### src/rtl/pwm_hbridge_dt_if.sv
// Controller-side bundle for the H-bridge PWM generator: duty write strobe,
// brake level and the registered bridge/status outputs.
interface pwm_hbridge_dt_if #(
    parameter int CNT_W = 13
);
    logic             wrt_duty;
    logic [CNT_W:0]   duty;
    logic             brake;
    logic             CH_A;
    logic             CH_B;
    logic             period_start;
    logic             pend_valid;

    modport master (
        output wrt_duty, duty, brake,
        input  CH_A, CH_B, period_start, pend_valid
    );

    modport slave (
        input  wrt_duty, duty, brake,
        output CH_A, CH_B, period_start, pend_valid
    );
endinterface

### src/rtl/pwm_hbridge_dt.sv
// H-bridge PWM generator: signed duty to complementary CH_A/CH_B drive with
// period-boundary double buffering, reversal dead time, saturation and brake.
module pwm_hbridge_dt #(
    parameter int CNT_W     = 13,
    parameter int DEAD_TIME = 64
) (
    input  logic             clk,
    input  logic             rst,
    pwm_hbridge_dt_if.slave  bus
);

    localparam logic [CNT_W-1:0] CNT_MAX  = '1;
    localparam logic [CNT_W:0]   DUTY_MIN = {1'b1, {CNT_W{1'b0}}};
    localparam logic [CNT_W-1:0] DT_LOAD  = CNT_W'(DEAD_TIME);

    logic [CNT_W-1:0] cnt;
    logic [CNT_W-1:0] dt_cnt;
    logic [CNT_W:0]   pend;
    logic [CNT_W:0]   act;
    logic             pend_valid_q;
    logic             last_dir;
    logic             has_run;
    logic             ch_a_q;
    logic             ch_b_q;
    logic             period_start_q;

    logic             load;
    logic [CNT_W:0]   load_val;
    logic [CNT_W-1:0] load_mag;
    logic             load_dir;
    logic             reversal;
    logic [CNT_W-1:0] act_mag;
    logic             act_dir;
    logic             on;

    // The most-negative duty has no positive twin; clamp it to full scale.
    function automatic logic [CNT_W-1:0] magnitude(input logic [CNT_W:0] d);
        logic [CNT_W:0] neg;
        neg = -d;
        if (!d[CNT_W])
            return d[CNT_W-1:0];
        else if (d == DUTY_MIN)
            return CNT_MAX;
        else
            return neg[CNT_W-1:0];
    endfunction

    always_comb begin
        load     = 1'b0;
        load_val = pend;
        load_mag = '0;
        load_dir = 1'b0;
        reversal = 1'b0;
        act_mag  = magnitude(act);
        act_dir  = act[CNT_W];
        on       = 1'b0;

        // A write landing on the last count bypasses the pending register.
        load_val = bus.wrt_duty ? bus.duty : pend;
        load     = (cnt == CNT_MAX) && (bus.wrt_duty || pend_valid_q);
        load_mag = magnitude(load_val);
        load_dir = load_val[CNT_W];
        reversal = load && (load_mag != '0) && has_run && (load_dir != last_dir);

        on = (cnt < act_mag) && (dt_cnt == '0) && !bus.brake;
    end

    // NOTE: every register below uses non-blocking assignment so all state
    // updates see the same pre-edge values, regardless of statement order.
    always_ff @(posedge clk) begin
        if (rst) begin
            cnt            <= '0;
            dt_cnt         <= '0;
            pend           <= '0;
            act            <= '0;
            pend_valid_q   <= 1'b0;
            last_dir       <= 1'b0;
            has_run        <= 1'b0;
            ch_a_q         <= 1'b0;
            ch_b_q         <= 1'b0;
            period_start_q <= 1'b0;
        end else begin
            cnt            <= cnt + 1'b1;
            period_start_q <= (cnt == '0);
            ch_a_q         <= on && !act_dir;
            ch_b_q         <= on && act_dir;

            if (bus.wrt_duty) begin
                pend         <= bus.duty;
                pend_valid_q <= 1'b1;
            end

            // Later assignment wins, so a load always clears pend_valid.
            if (load) begin
                act          <= load_val;
                pend_valid_q <= 1'b0;
                if (load_mag != '0) begin
                    last_dir <= load_dir;
                    has_run  <= 1'b1;
                end
            end

            if (reversal)
                dt_cnt <= DT_LOAD;
            else if (dt_cnt != '0)
                dt_cnt <= dt_cnt - 1'b1;
        end
    end

    assign bus.CH_A         = ch_a_q;
    assign bus.CH_B         = ch_b_q;
    assign bus.period_start = period_start_q;
    assign bus.pend_valid   = pend_valid_q;

    a_never_shoot_through: assert property (@(posedge clk) !(ch_a_q && ch_b_q));

endmodule

### src/flat_wrapper.sv
// flat-port wrapper written by rule: the top's interface ports become plain ports
module pwm_hbridge_dt_flat 
#(
    parameter int CNT_W     = 13,
    parameter int DEAD_TIME = 64
)
  (clk, rst, bus_wrt_duty, bus_duty, bus_brake, bus_CH_A, bus_CH_B, bus_period_start, bus_pend_valid);
  pwm_hbridge_dt_if #(.CNT_W(CNT_W)) bus_i ();
  input  logic clk;
  input  logic rst;
  input wire logic [$bits(bus_i.wrt_duty)-1:0] bus_wrt_duty;
  input wire logic [$bits(bus_i.duty)-1:0] bus_duty;
  input wire logic [$bits(bus_i.brake)-1:0] bus_brake;
  output wire logic [$bits(bus_i.CH_A)-1:0] bus_CH_A;
  output wire logic [$bits(bus_i.CH_B)-1:0] bus_CH_B;
  output wire logic [$bits(bus_i.period_start)-1:0] bus_period_start;
  output wire logic [$bits(bus_i.pend_valid)-1:0] bus_pend_valid;
  assign bus_i.wrt_duty = bus_wrt_duty;
  assign bus_i.duty = bus_duty;
  assign bus_i.brake = bus_brake;
  assign bus_CH_A = bus_i.CH_A;
  assign bus_CH_B = bus_i.CH_B;
  assign bus_period_start = bus_i.period_start;
  assign bus_pend_valid = bus_i.pend_valid;
  pwm_hbridge_dt #(.CNT_W(CNT_W), .DEAD_TIME(DEAD_TIME)) u_core (.clk(clk), .rst(rst), .bus(bus_i));
endmodule
### config.mk
export PLATFORM = sky130hd
export DESIGN_NAME = pwm_hbridge_dt_flat
export DESIGN_NICKNAME = d
export VERILOG_FILES = /design/src/rtl/pwm_hbridge_dt_if.sv /design/src/rtl/pwm_hbridge_dt.sv /design/src/flat_wrapper.sv
export SDC_FILE = /design/constraint.sdc
export NUM_CORES = 1
export LEC_CHECK = 0
export ABC_AREA = 1
export BUFFER_PORTS_ARGS = -buffer_cell sky130_fd_sc_hd__buf_2
export CORE_ASPECT_RATIO = 1.2
export CORE_UTILIZATION = 41
export DETAILED_ROUTE_END_ITERATION = 8
export PLACE_DENSITY = 0.66
export SKIP_CTS_REPAIR_TIMING = 1
export SYNTH_ARGS = -nofsm -noshare
export SYNTH_HDL_FRONTEND = slang
export SYNTH_SLANG_ARGS = --single-unit
### constraint.sdc
create_clock -name clk -period 3.8 [get_ports clk]
set_input_delay 0.76 -clock clk [delete_from_list [all_inputs] [get_ports clk]]
set_output_delay 0.76 -clock clk [all_outputs]
set_load 0.01 [all_outputs]
==> results.toml <==
[worst_hold_path]
min_path_cells = 2
hp-start = "u_core.has_run"
hold_path.class = "reg2reg"
whs_endpoint = "u_core.has_run"

[synth]
ys.flop_type = "dfxtp_1"
syn_avg_cell_area_um2 = 6.769
synthCells = 546
syn_nets = 581
synth-edff-count = 0
yosys.area.top_type = "dfxtp_1"
synth-async-reset-ratio = 0
syn_area_um2 = 3696
seq_area_frac_synth = 0.3250
netlist_top_cells_count = "nand2_1, inv_1, dfxtp_1"
yosys.cell_count.top_type = "nand2_1"
synthTopCellsByArea = "dfxtp_1, nand2_1, inv_1, ha_1, a21oi_1"
synth_seq_cells = 60
ys_types = 36
yosys_warnings = 0
synth_top_area_share = 0.3250

[global_route]
grt_antenna_before_repair = 0
first_global_vias = 3141
grt_max_degree = 27
grt_pass1_wl_mm = 13.81
grt_usage = 0.1902
overflow = 0

[floorplan]
initial_core_util = 0.4269
die_x_um = 88.68
die_h_um = 106.0
io_pins = 22
dieArea_um2 = 9400
rows = 37
core_um2 = 8657

[power_and_ir_drop]
cellPowerDensity_nw_per_um2 = 453.1
ir_drop_v = 0.0001798
p_leak_nw = 1.862

[detailed_routing]
ant_nets = 0
dr_total_vias = 3312
drt_iter0_drc = 135
wl_per_cell_um = 11.58
viasPerCell = 4.842
routed_wl_mm = 7.923
drt_pass1_iterations = 4
drc = 0

[flow_run]
drv_cap = 0

[sta]
fin_crit_ns = 3.167
fin_crit_sh = 0.8333
skew_ns = 0.01084
final-setup-viol-count = 0
hold_viol_final = 0
max_slew_margin = 0.5700
maxClockFrequency_mhz = 315.8
setup_ws_ns = 0.6333
finalMaxSlewViolations = 0
worstMarginPinSlew_ns = 0.6442
rsz0062_at_grt = "false"
tns_ns = 0

[critical_path]
startpoint_type = "register"
required_ns = 4.07
endpoint_kind = "register"
cp_data_arrival_time_ns = 3.44
reg2reg_from = "u_core.act[1]"
r2r_slack_ns = 0.63
worstSetupPathType = "reg2reg"
reg2regPathDepth = 19
worstReg2RegEnd = "u_core.bus.CH_B"
cp_max_fo = 9

[finish]
drive_above_1_share = 0.1658
antenna_cells = 0
seqCellArea_um2 = 1201
nets = 599
layout-area-overhead-vs-synth_pct = 8.734
nFillCells = 909
multi_input_area_um2 = 2056

[clock_network]
htreeDepth = 3
cts.clk_slew.worst_paths_ns = 0.07
insertion_delay_ns = 0.35
clock-sinks = 60
cts_buffers = 9
clockRootBuffer = "clkbuf_8"
cts_tree = "done"
clk_path_buf_depth = 2

[place]
dp_hpwl_mm = 5.937
io_buffers = 21
post-place-ws_ns = 0.6585
gp_congestion = 0.8245

[status]
status = "completed"
power by group:
group	internal [mW]	total (mW)	switching, mW
combinational	0.220	0.555	0.335
clock	0.280	0.527	0.246
sequential	0.697	0.739	0.0424
cell families after synthesis:
logic type      Yosys count  share of synthesized area
simple gates            274                     0.3477
buf+inv                  99                     0.1188
compound gates           83                     0.1198
flops                    60                     0.3250
fa+ha+maj                17                    0.05755
xor+xnor                 12                    0.02844
mux                       1                   0.002708
registers in the layout, summed over array words and instances, names as in the netlist:
signal,cells
u_core.bus.CH_B,1
u_core.last_dir,1
u_core.dt_cnt,13
u_core.bus.CH_A,1
u_core.pend,14
u_core.cnt,13
u_core.has_run,1
u_core.bus.pend_valid,1
u_core.act,14
u_core.bus.period_start,1
metal layers:
layer	GRT usage	wire, µm
met3	0.03804	326
met4	0.08641	165
met2	0.3181	3735
met5	0	0
met1	0.2308	3695
worst max path at each step:
stage	start	end	slack [ns]	depth (start not counted)
final	u_core.act[1]	u_core.bus.CH_B	0.63	19
after global routing	u_core.act[1]	u_core.bus.CH_A	0.02	19
after CTS	u_core.act[1]	u_core.bus.CH_B	0.65	19
after detailed placement	u_core.act[1]	u_core.bus.CH_B	0.66	19
after global placement	u_core.act[0]	u_core.bus.CH_B	0.82	19
after floorplan	u_core.act[1]	u_core.bus.CH_A	1.06	19
layout by cell type, fill, tap and decap left out, drive strengths merged:
| cell type | instances |
|---|---|
| nand2 | 132 |
| inv | 82 |
| nor2 | 70 |
| dfxtp | 60 |
| a21oi | 41 |
| o21ai | 37 |
| nand3 | 35 |
| buf | 23 |
| nor3 | 19 |
| ha | 17 |
| clkbuf | 12 |
| nand4 | 9 |
| xor2 | 8 |
| xnor2 | 4 |
| nor4 | 4 |
| or2 | 4 |
| clkinv | 3 |
| o21a | 3 |
| nand3b | 1 |
| o31ai | 1 |
| a21boi | 1 |
| mux2i | 1 |
area by class of cell:
cell class                      count  share of cell area
Clock inverter                      2            0.002491
Tap cell                          117             0.03643
Clock buffer                       12             0.04110
Multi-Input combinational cell    387              0.5115
Sequential cell                    60              0.2989
Inverter                           83             0.07970
Timing Repair Buffer               23             0.02989
worst max-delay path: stages, from the launching register on:
cell,delay (ns)
dfxtp_1,0.31
inv_1,0.09
ha_1,0.17
inv_1,0.06
nor3_1,0.24
nand2_1,0.13
nor3_2,0.18
nand2_1,0.12
nor2_2,0.31
inv_1,0.14
o21ai_0,0.10
a21oi_1,0.06
ha_1,0.29
a21oi_1,0.16
nor2_1,0.05
o21ai_0,0.13
o21ai_0,0.10
nor4_1,0.23
nand2_1,0.10
nor3_1,0.13
through the flow:
step | utilization | instance area, µm² | total power [mW] | hold slack [ns] | cells
floorplan | - | 3696 | 1.211 | 0.4265 | 546
global placement | 0.4440 | 3844 | 1.293 | 0.4379 | 670
detailed placement | 0.4440 | 3844 | 1.303 | 0.4401 | 670
CTS | 0.4642 | 4019 | 1.836 | 0.4508 | 684
global route | 0.4642 | 4019 | 1.952 | 0.4733 | 684
finish | 0.4642 | 4019 | 1.821 | 0.4500 | 684
Note: power is estimated with default switching activity, not from simulation.
